### src/rtl/disp_scan.sv
// Eight-digit 7-segment scan controller: walks the enabled digits once per frame,
// presents each digit's nibble/dp from a per-frame snapshot, and blanks around slot changes.
module disp_scan #(
  parameter int unsigned PRESCALE     = 100000,
  parameter int unsigned BLANK_CYCLES = 16
) (
  input  logic        clk_i,
  input  logic        rst_i,
  input  logic        en_i,
  input  logic [7:0]  digit_mask_i,
  input  logic [31:0] digits_i,
  input  logic [7:0]  dp_i,
  output logic [2:0]  scan_idx_o,
  output logic [3:0]  nibble_o,
  output logic        dp_o,
  output logic        blank_o,
  output logic        frame_start_o
);

  localparam int unsigned PW = $clog2(PRESCALE);
  localparam int unsigned BW = (BLANK_CYCLES > 0) ? $clog2(BLANK_CYCLES + 1) : 1;

  typedef struct packed {
    logic [7:0]  mask;
    logic [31:0] digits;
    logic [7:0]  dp;
  } snap_t;

  typedef struct packed {
    logic       found;
    logic [2:0] idx;
  } hit_t;

  logic [PW-1:0] presc_q, presc_d;
  logic [BW-1:0] blank_cnt_q, blank_cnt_d;
  snap_t         snap_q, snap_d;
  logic [2:0]    idx_q, idx_d;
  logic [3:0]    nib_q, nib_d;
  logic          dp_q, dp_d;
  logic          blank_q, blank_d;
  logic          fs_q, fs_d;

  logic          tick_c;
  hit_t          hit_c;
  logic [2:0]    first_idx_c;

  // Next enabled digit strictly above idx; found=0 means the frame has wrapped.
  function automatic hit_t next_above(input logic [7:0] mask, input logic [2:0] idx);
    hit_t r;
    r = '0;
    for (int i = 7; i >= 0; i--) begin
      if (i > int'(idx) && mask[i]) begin
        r.found = 1'b1;
        r.idx   = 3'(i);
      end
    end
    return r;
  endfunction

  function automatic logic [2:0] lowest_set(input logic [7:0] mask);
    logic [2:0] r;
    r = '0;
    for (int i = 7; i >= 0; i--) begin
      if (mask[i]) r = 3'(i);
    end
    return r;
  endfunction

  function automatic logic [3:0] sel_nibble(input logic [31:0] d, input logic [2:0] i);
    return d[{i, 2'b00} +: 4];
  endfunction

  assign tick_c      = en_i && (presc_q == PW'(PRESCALE - 1));
  assign hit_c       = next_above(snap_q.mask, idx_q);
  assign first_idx_c = lowest_set(digit_mask_i);

  // Next-state: prescaler, slot advance / frame snapshot, blank timing.
  always_comb begin
    presc_d     = presc_q;
    blank_cnt_d = blank_cnt_q;
    snap_d      = snap_q;
    idx_d       = idx_q;
    nib_d       = nib_q;
    dp_d        = dp_q;
    blank_d     = blank_q;
    fs_d        = 1'b0;

    if (en_i) begin
      presc_d = tick_c ? '0 : presc_q + PW'(1);

      if (blank_cnt_q != '0) blank_cnt_d = blank_cnt_q - BW'(1);

      if (tick_c) begin
        blank_cnt_d = BW'(BLANK_CYCLES);
        if (hit_c.found) begin
          idx_d = hit_c.idx;
          nib_d = sel_nibble(snap_q.digits, hit_c.idx);
          dp_d  = snap_q.dp[hit_c.idx];
        end else begin
          // Frame boundary: new snapshot and first slot both come from the live inputs.
          snap_d.mask   = digit_mask_i;
          snap_d.digits = digits_i;
          snap_d.dp     = dp_i;
          idx_d         = first_idx_c;
          nib_d         = sel_nibble(digits_i, first_idx_c);
          dp_d          = dp_i[first_idx_c];
          fs_d          = 1'b1;
        end
      end

      blank_d = (blank_cnt_d != '0) || (snap_d.mask == '0);
    end
  end

  always_ff @(posedge clk_i) begin
    if (rst_i) begin
      presc_q     <= '0;
      blank_cnt_q <= BW'(BLANK_CYCLES);
      snap_q      <= '0;
      idx_q       <= '0;
      nib_q       <= '0;
      dp_q        <= 1'b0;
      blank_q     <= 1'b1;
      fs_q        <= 1'b0;
    end else begin
      presc_q     <= presc_d;
      blank_cnt_q <= blank_cnt_d;
      snap_q      <= snap_d;
      idx_q       <= idx_d;
      nib_q       <= nib_d;
      dp_q        <= dp_d;
      blank_q     <= blank_d;
      fs_q        <= fs_d;
    end
  end

  assign scan_idx_o    = idx_q;
  assign nibble_o      = nib_q;
  assign dp_o          = dp_q;
  assign blank_o       = blank_q;
  assign frame_start_o = fs_q;

endmodule

### config.mk
export PLATFORM = sky130hd
export DESIGN_NAME = disp_scan
export DESIGN_NICKNAME = d
export VERILOG_FILES = /design/src/rtl/disp_scan.sv
export SDC_FILE = /design/constraint.sdc
export NUM_CORES = 1
export LEC_CHECK = 0
export CORE_MARGIN = 3
export CORE_UTILIZATION = 48
export DETAILED_ROUTE_END_ITERATION = 7
export PLACE_DENSITY = 0.76
export SETUP_SLACK_MARGIN = 0.5
export SLEW_MARGIN = 40
export SYNTH_ARGS = -nofsm -noshare
export SYNTH_HDL_FRONTEND = slang
export SYNTH_SLANG_ARGS = --single-unit
### constraint.sdc
create_clock -name clk_i -period 3.6 [get_ports clk_i]
set_input_delay 0.72 -clock clk_i [delete_from_list [all_inputs] [get_ports clk_i]]
set_output_delay 0.72 -clock clk_i [all_outputs]
set_load 0.01 [all_outputs]
# After elaboration in Yosys (flattened, before gate mapping)
# Cells that the tools add are included.
# Widths: inputs -> output; s select.
# op_classes
n_lt_le_gt_ge	9
addsub	2
reduce_logical	15
mux	30
n_bitwise	2
shifts	2
eq_ne	3
# op_table
op	n
$mux 48	3
$shiftx 32x6->4	2
$mux 4	8
$mux 3	9
$add 17x1->17 const B	1
$eq 17x17->1 const B	1
$mux 17	1
$mux 5	3
$gt 3x3->1 const A	4
$reduce_bool 5->1	2
$logic_and 1x1->1	8
$logic_not 8->1	1
$lt 3x4->1 const B	2
$bmux 1 s3	2
$gt 2x3->1 const A	2
$sub 5x1->5 const B	1
$mux 1	4
$gt 1x3->1 const A	1
$reduce_and 3->1	1
$reduce_or 3->1	1
$ne 2x1->1 const B	1
$ne 2x2->1 const B	1
$not 1->1	2
$reduce_and 2->1	1
$logic_or 1x1->1	1
# totals
in_bits	51
out_inout_bits	10
elab_cells	73
ff_bits	80

# Depth between registers and ports, before layout
# Gate-level depths: netlist of the first run.
# logic_depth
depth_word	14
depth_mapped	10

# Worst setup path after synthesis of the first run
# Ideal clock, no wire load.
# synth_path
path_type	input port to flip-flop
start	input port en_i
end	register dp_q (netlist: dp_o)
setup_ps	75
path_buffers	1
path_stages	8
arrival_ps	2294
path_slack_ps	1231
cell_sequence	and4_4 -> nand2_2 -> or2_0 -> buf_6 -> or4_1 -> a211o_1 -> o311a_1 -> o22ai_2
# synth_between
elab_chain_cells	2
# synth_lines
item	line	rtl
from (decl)	9	input logic en_i,
$logic_and 1x1->1	73	assign tick_c = en_i && (presc_q == PW'(PRESCALE - 1));
$reduce_and 2->1 (no line) *	--	
to (signal assigned)	131	dp_q <= dp_d;
to (decl)	39	logic dp_q, dp_d;
# Every way passes the cells marked *; elsewhere a longest branch is shown, timed or not.
# A chain may end at the register's enable or synchronous reset.

# Final worst setup path of the first run
# layout_path
start	input port digit_mask_i[6]
end	register nib_q[2] (netlist: nibble_o[2])
# layout_between
elab_chain_cells	9
# layout_lines
item	line	rtl
from (decl)	10	input logic [7:0] digit_mask_i,
$mux 3 (7 in a row)	64	if (mask[i]) r = 3'(i);
$shiftx 32x6->4	70	return d[{i, 2'b00} +: 4];
$mux 4	95	if (hit_c.found) begin
to (signal assigned)	130	nib_q <= nib_d;
to (decl)	38	logic [3:0] nib_q, nib_d;
# No other way between the ends.

==> flow_summary.yaml, run 1 <==
floorplanning:
  rows: 32
  dieArea_sq_um: 9640
  fp.coreArea_sq_um: 7970
  die_height_um: 98.2
  die_width_um: 98.2
  pin_count: 61
  start_util: 0.512
power_and_ir_drop:
  power_density_nw_per_um2: 344
  ir_drop_uv: 204
  leakagePower_nw: 1.74
  power_mw: 1.71
timing:
  post-route-period-util: 0.775
  min_period_ns: 2.79
  finClkSkew_ns: 0.0151
  finalSetupViolCount: 0
  slew_headroom: 0.493
  worstMarginPinSlew_ns: 0.758
  hold_viol_final: 0
  maxSlewViolCount: 0
  tns_ns: 0
  fmaxAchievable_mhz: 359
  rsz0062_at_grt: "false"
yosys:
  synth.ff_latch_count: 79
  async_flop_share: 0
  syn_area_sq_um: 4080
  synth_top_area_share: 0.388
  yosysMostFrequentCell: "nand2_1"
  avgSynthCellArea_sq_um: 7.92
  yosysWarnings: 0
  synth_common_cells: "nand2_1, dfxtp_1, a21oi_1"
  synth-edff-count: 0
  synthCells: 515
  synthFlopType: "dfxtp_1"
  syn-num-nets: 568
  synth_cell_types: 58
  synth_area_leaders: "dfxtp_1, nand2_1, mux2i_1, a21oi_1, nor2_1"
  synth.largest_area_cell: "dfxtp_1"
  ys_seq_area_frac: 0.388
grt:
  antenna_found_initial: 0
  grt.overflow.total: 0
  grt_pass1_vias: 3601
  grt_max_degree: 51
  groute.usage.overall: 0.218
  grt_first_pass_wirelength_um: 17100
detailed_routing:
  wl_um: 10400
  wl_per_cell_um: 15.5
  routed_via_density: 5.62
  drc: 0
  drt_iter0_drc: 265
  dr.pass1.iters: 4
  antenna_left: 0
  vias: 3797
final_layout:
  nFillCells: 717
  drive_above_1_share: 0.0854
  area.growth.synth_to_final_pct: 21.6
  final_core_utilization: 0.622
  diodes: 0
  nets: 622
critical_path:
  cp.arrival_ns: 3.01
  end_kind: "flip-flop"
  start_kind: "input port"
  worstSetupPathType: "in2reg"
  worst_ep_required_time_ns: 3.83
  cp_max_fo: 14
clocking:
  cts_tree: "yes"
  clk_latency_ns: 0.36
  h-tree-depth: 3
  cts_made_buffers: 9
  root_buffer: "clkbuf_8"
  clkSlewWorstSetupHoldPaths_ns: 0.09
  cts.sinks: 79
  cts_hold_buf: 0
  postCtsSetupBuffers: 0
  ctsLongestPathBuffers: 2
outcome:
  status: "finished, final reports clean"
placed_design:
  port_buffers: 60
  gp_congestion: 0.870
  dp_hpwl_um: 7790
hold_path:
  hold_class: "reg2reg"
flow_run:
  maxCapViolations: 0
## placed cells by master, fill, tap and decap left out, types with 4 or more instances in the layout
cell,count
o21ai_0,15
dfxtp_1,79
clkbuf_8,10
mux2i_1,37
a21oi_1,57
buf_4,9
nor2_1,44
nand2_1,122
nand2b_1,8
nand3_1,10
clkdlybuf4s50_1,59
nand4_1,8
or3_1,6
xnor2_1,4
o221ai_1,6
nor3_1,6
o211ai_1,4
and3_1,4
inv_1,6
nor2b_1,5
xor2_1,11
## worst paths after layout
check,start,to,slack (ns),cells after the start
worst max register to register,scan_idx_o[2],dp_o,0.87,7
worst min register to register,snap_q[23],snap_q[23],0.46,2
worst min-delay path,snap_q[23],snap_q[23],0.46,2
worst max-delay path,digit_mask_i[6],nibble_o[2],0.81,9
## state kept, by name, summed over array words and instances (netlist names)
register       count
nibble_o           4
dp_o               1
presc_q           17
snap_q            47
blank_cnt_q        5
frame_start_o      1
scan_idx_o         3
blank_o            1
## metal layers
layer	vias up	global-route usage	part of all wire
li1	1908	-	-
met1	1760	0.270	0.43
met4	0	0.0851	0.018
met3	14	0.0486	0.050
met2	115	0.369	0.50
met5	-	0	0
## timing repair
action,4_1_cts,5_1_grt
setup endpoints to repair,0,1
hold endpoints to repair,0,0
resized for setup,0,1
## report_power, final
group | switching [mW] | total (mW) | internal [mW]
combinational | 0.0863 | 0.180 | 0.0940
clock | 0.354 | 0.634 | 0.280
sequential | 0.0102 | 0.892 | 0.882
total | 0.451 | 1.71 | 1.26
## metrics by stage
step           cells  cell area [sq um]  hold WS, ns  worst slack (ns)
2_1_floorplan    515               4080        0.433              1.23
3_3_place_gp     660               4770        0.441             0.466
3_5_place_dp     660               4770        0.447             0.378
4_1_cts          676               4960        0.459             0.755
5_1_grt          676               4960        0.473             0.545
6_report         676               4960        0.461             0.812
## cells by family (layout without fill, tap and decap cells)
family                   after synthesis  in the layout  share of synthesized area
multiplexers                          39             39                     0.0963
XOR/XNOR                              15             15                     0.0322
AND/OR/NAND/NOR                      234            234                      0.260
AO/OA/AOI/OAI                        113            113                      0.180
flip-flops                            79             79                      0.388
buffers and inverters                 33             92                     0.0374
adder cells (fa/ha/maj)                2              2                    0.00613
## layout make-up
cell class | count | area (sq um) | share of cell area
clock buffers | 10 | 138 | 0.0277
clock inverters | 6 | 52.6 | 0.0106
inverters | 6 | 22.5 | 0.00454
multi-input cells | 403 | 2350 | 0.475
flip-flops and latches | 79 | 1580 | 0.319
well taps | 102 | 128 | 0.0257
repair buffers | 70 | 683 | 0.138
## worst max-delay path: stages
cell	delay, ns
clkdlybuf4s50_1	0.50
nor2_1	0.07
o31ai_1	0.42
nand2_2	0.26
buf_4	0.28
mux2i_1	0.17
mux2i_1	0.09
a221oi_1	0.31
o221ai_1	0.17
Power figures use the tool's default switching activity.
==> inputs of run 2 (changes only) <==
- PLACE_DENSITY: 0.76 -> 0.79
- clock period: 3.6 -> 2.4 ns (I/O delays scaled with it)
==> run 2 against run 1 <==
Effect of this change:
- worst setup slack worse by 0.58 ns
- critical endpoint is now nibble_o[0]
- count of clock-buffer cells in the layout unchanged
- critical path type is now reg2reg
- final area up 16%
- highest routed layer unchanged
- largest cell class unchanged
- core utilization up 10 points
- wire length up 22%
- die area unchanged
==> flow_summary.yaml, run 2 (same netlist as run 1, synthesis figures left out) <==
timing:
  min_period_ns: 2.16
  holdWs_ns: 0.456
  finalSetupViolCount: 0
  post-route-period-util: 0.902
  maxSlewViolCount: 0
  worstMarginPinSlew_ns: 0.453
  rsz0062_at_grt: "true"
  tns_ns: 0
  finClkSkew_ns: 0.0102
  fmaxAchievable_mhz: 462
  hold_viol_final: 0
  slew_headroom: 0.695
floorplanning:
  die_height_um: 98.2
  start_util: 0.512
  rows: 32
  fp.coreArea_sq_um: 7970
  die_width_um: 98.2
  dieArea_sq_um: 9640
  pin_count: 61
detailed_routing:
  drt_iter0_drc: 403
  wl_per_cell_um: 17.5
  vias: 4284
  antenna_left: 0
  wl_um: 12700
  dr.pass1.iters: 5
  routed_via_density: 5.90
  drc: 0
clocking:
  cts_made_buffers: 9
  h-tree-depth: 3
  clkSlewWorstSetupHoldPaths_ns: 0.09
  root_buffer: "clkbuf_8"
  cts.sinks: 79
  cts_hold_buf: 0
  cts_tree: "yes"
  ctsLongestPathBuffers: 2
  clk_latency_ns: 0.36
power_and_ir_drop:
  pwr-share-seq: 0.478
  swShare: 0.246
  p_switching_uw: 687
  pwr-share-comb: 0.118
  ir_drop_uv: 264
  clkPwrFrac: 0.404
  leakagePower_nw: 2.18
  power_density_nw_per_um2: 485
  internal-power_mw: 2.11
grt:
  grt_max_degree: 70
  groute.usage.overall: 0.246
  grt_first_pass_wirelength_um: 19300
  grt_pass1_vias: 4103
  grt.overflow.total: 0
  antenna_found_initial: 0
critical_path:
  cp_max_fo: 8
  r2r-end: "nibble_o[0]"
  rr_worst_depth: 10
  cp.arrival_ns: 2.38
  worst-r2r-setup-slack_ns: 0.24
  r2r-start: "snap_q[46]"
  worst_ep_required_time_ns: 2.61
  end_kind: "flip-flop"
  worstSetupPathType: "reg2reg"
  start_kind: "flip-flop"
final_layout:
  largest_registers: "snap_q (47), presc_q (17), blank_cnt_q (5)"
  diodes: 0
  stdcell_area_sq_um: 5760
  nets: 673
  layout_commonest_cell: "nand2_1"
  drive_above_1_share: 0.212
  final_cell_mix: "nand2_1, dfxtp_1, a21oi_1"
  largest_reg_flops: 47
  area.growth.synth_to_final_pct: 41.1
  largest_register: "snap_q"
placed_design:
  gp_congestion: 0.883
  dp_hpwl_um: 7930
  port_buffers: 60
  dpl_cell_area_sq_um: 4990
hold_path:
  hold_path_end: "snap_q[43]"
  hold_class: "in2reg"
  whs_path_depth: 3
  worstHoldStart: "digit_mask_i[3]"
flow_run:
  maxCapViolations: 0
outcome:
  status: "finished, final reports clean"
run 2: cell types whose count changed in the layout (fill, tap and decap cells not counted), moves of 4 or more:
cell,previous run,this run
clkdlybuf4s50_1,59,51
buf_6,0,6
dfxtp_1,79,73
dlymetal6s2s_1,0,6
nor2_1,44,40
buf_4,9,42
buf_12,1,10
run 2: through the flow:
| step | instances | power [mW] | util | setup WS (ns) |
|---|---|---|---|---|
| after floorplan | 515 | 1.50 | - | 0.348 |
| after global placement | 678 | 1.65 | 0.626 | -0.0772 |
| after detailed placement | 678 | 1.66 | 0.626 | -0.145 |
| after CTS | 715 | 2.76 | 0.693 | 0.297 |
| after global routing | 726 | 2.87 | 0.723 | 0.160 |
| final | 726 | 2.79 | 0.723 | 0.235 |
run 2: routing by layer:
layer / global-route usage / part of all wire / wire length, um / vias to the layer above
li1: - / - / - / 2010
met1: 0.296 / 0.40 / 5150 / 2028
met2: 0.426 / 0.50 / 6410 / 206
met3: 0.0493 / 0.065 / 825 / 40
met4: 0.105 / 0.028 / 355 / 0
met5: 0 / 0 / 0 / -
run 2: what timing repair did:
item / CTS / global route
setup buffers: 21 / 8
pin swaps: 9 / 20
gates cloned: 1 / 3
gates resized for setup: 27 / 32
endpoints found under the setup margin: 54 / 57
run 2: power by group through the flow:
stage / logic [mW] / clock network [mW] / registers (mW)
final: 0.329 / 1.13 / 1.34
after global routing: 0.352 / 1.18 / 1.34
after CTS: 0.303 / 1.12 / 1.34
after detailed placement: 0.289 / 0 / 1.37
after global placement: 0.282 / 0 / 1.37
after floorplan: 0.134 / 0 / 1.37
run 2: critical path, stage by stage, from the launching register on:
cell and delay [ns]:
dfxtp_1 0.44, nor2b_1 0.09, o211ai_1 0.19, buf_4 0.16, a22oi_4 0.05, buf_12 0.16, nor2_4 0.19, buf_4 0.17
mux2i_1 0.27, or3_1 0.15, o221ai_1 0.14
run 2: area by class of cell:
| cell class | count | area, sq um |
|---|---|---|
| sequential | 79 | 1600 |
| fill | 587 | 2210 |
| clock buffer | 10 | 138 |
| inverter | 6 | 22.5 |
| multi-input combinational | 403 | 2520 |
| timing repair buffer | 121 | 1270 |
| tap | 102 | 128 |
| clock inverter | 5 | 82.6 |
run 2: worst max path at each step:
stage          cells past startpoint            start  slack (ns)           to
6_report                          10       snap_q[46]        0.24  nibble_o[0]
5_1_grt                            9  digit_mask_i[2]        0.16  nibble_o[3]
4_1_cts                            7    scan_idx_o[0]        0.30  nibble_o[1]
3_5_place_dp                       9  digit_mask_i[6]       -0.14  nibble_o[2]
3_3_place_gp                       9  digit_mask_i[6]       -0.08         dp_o
2_1_floorplan                      8    scan_idx_o[0]        0.35  nibble_o[0]
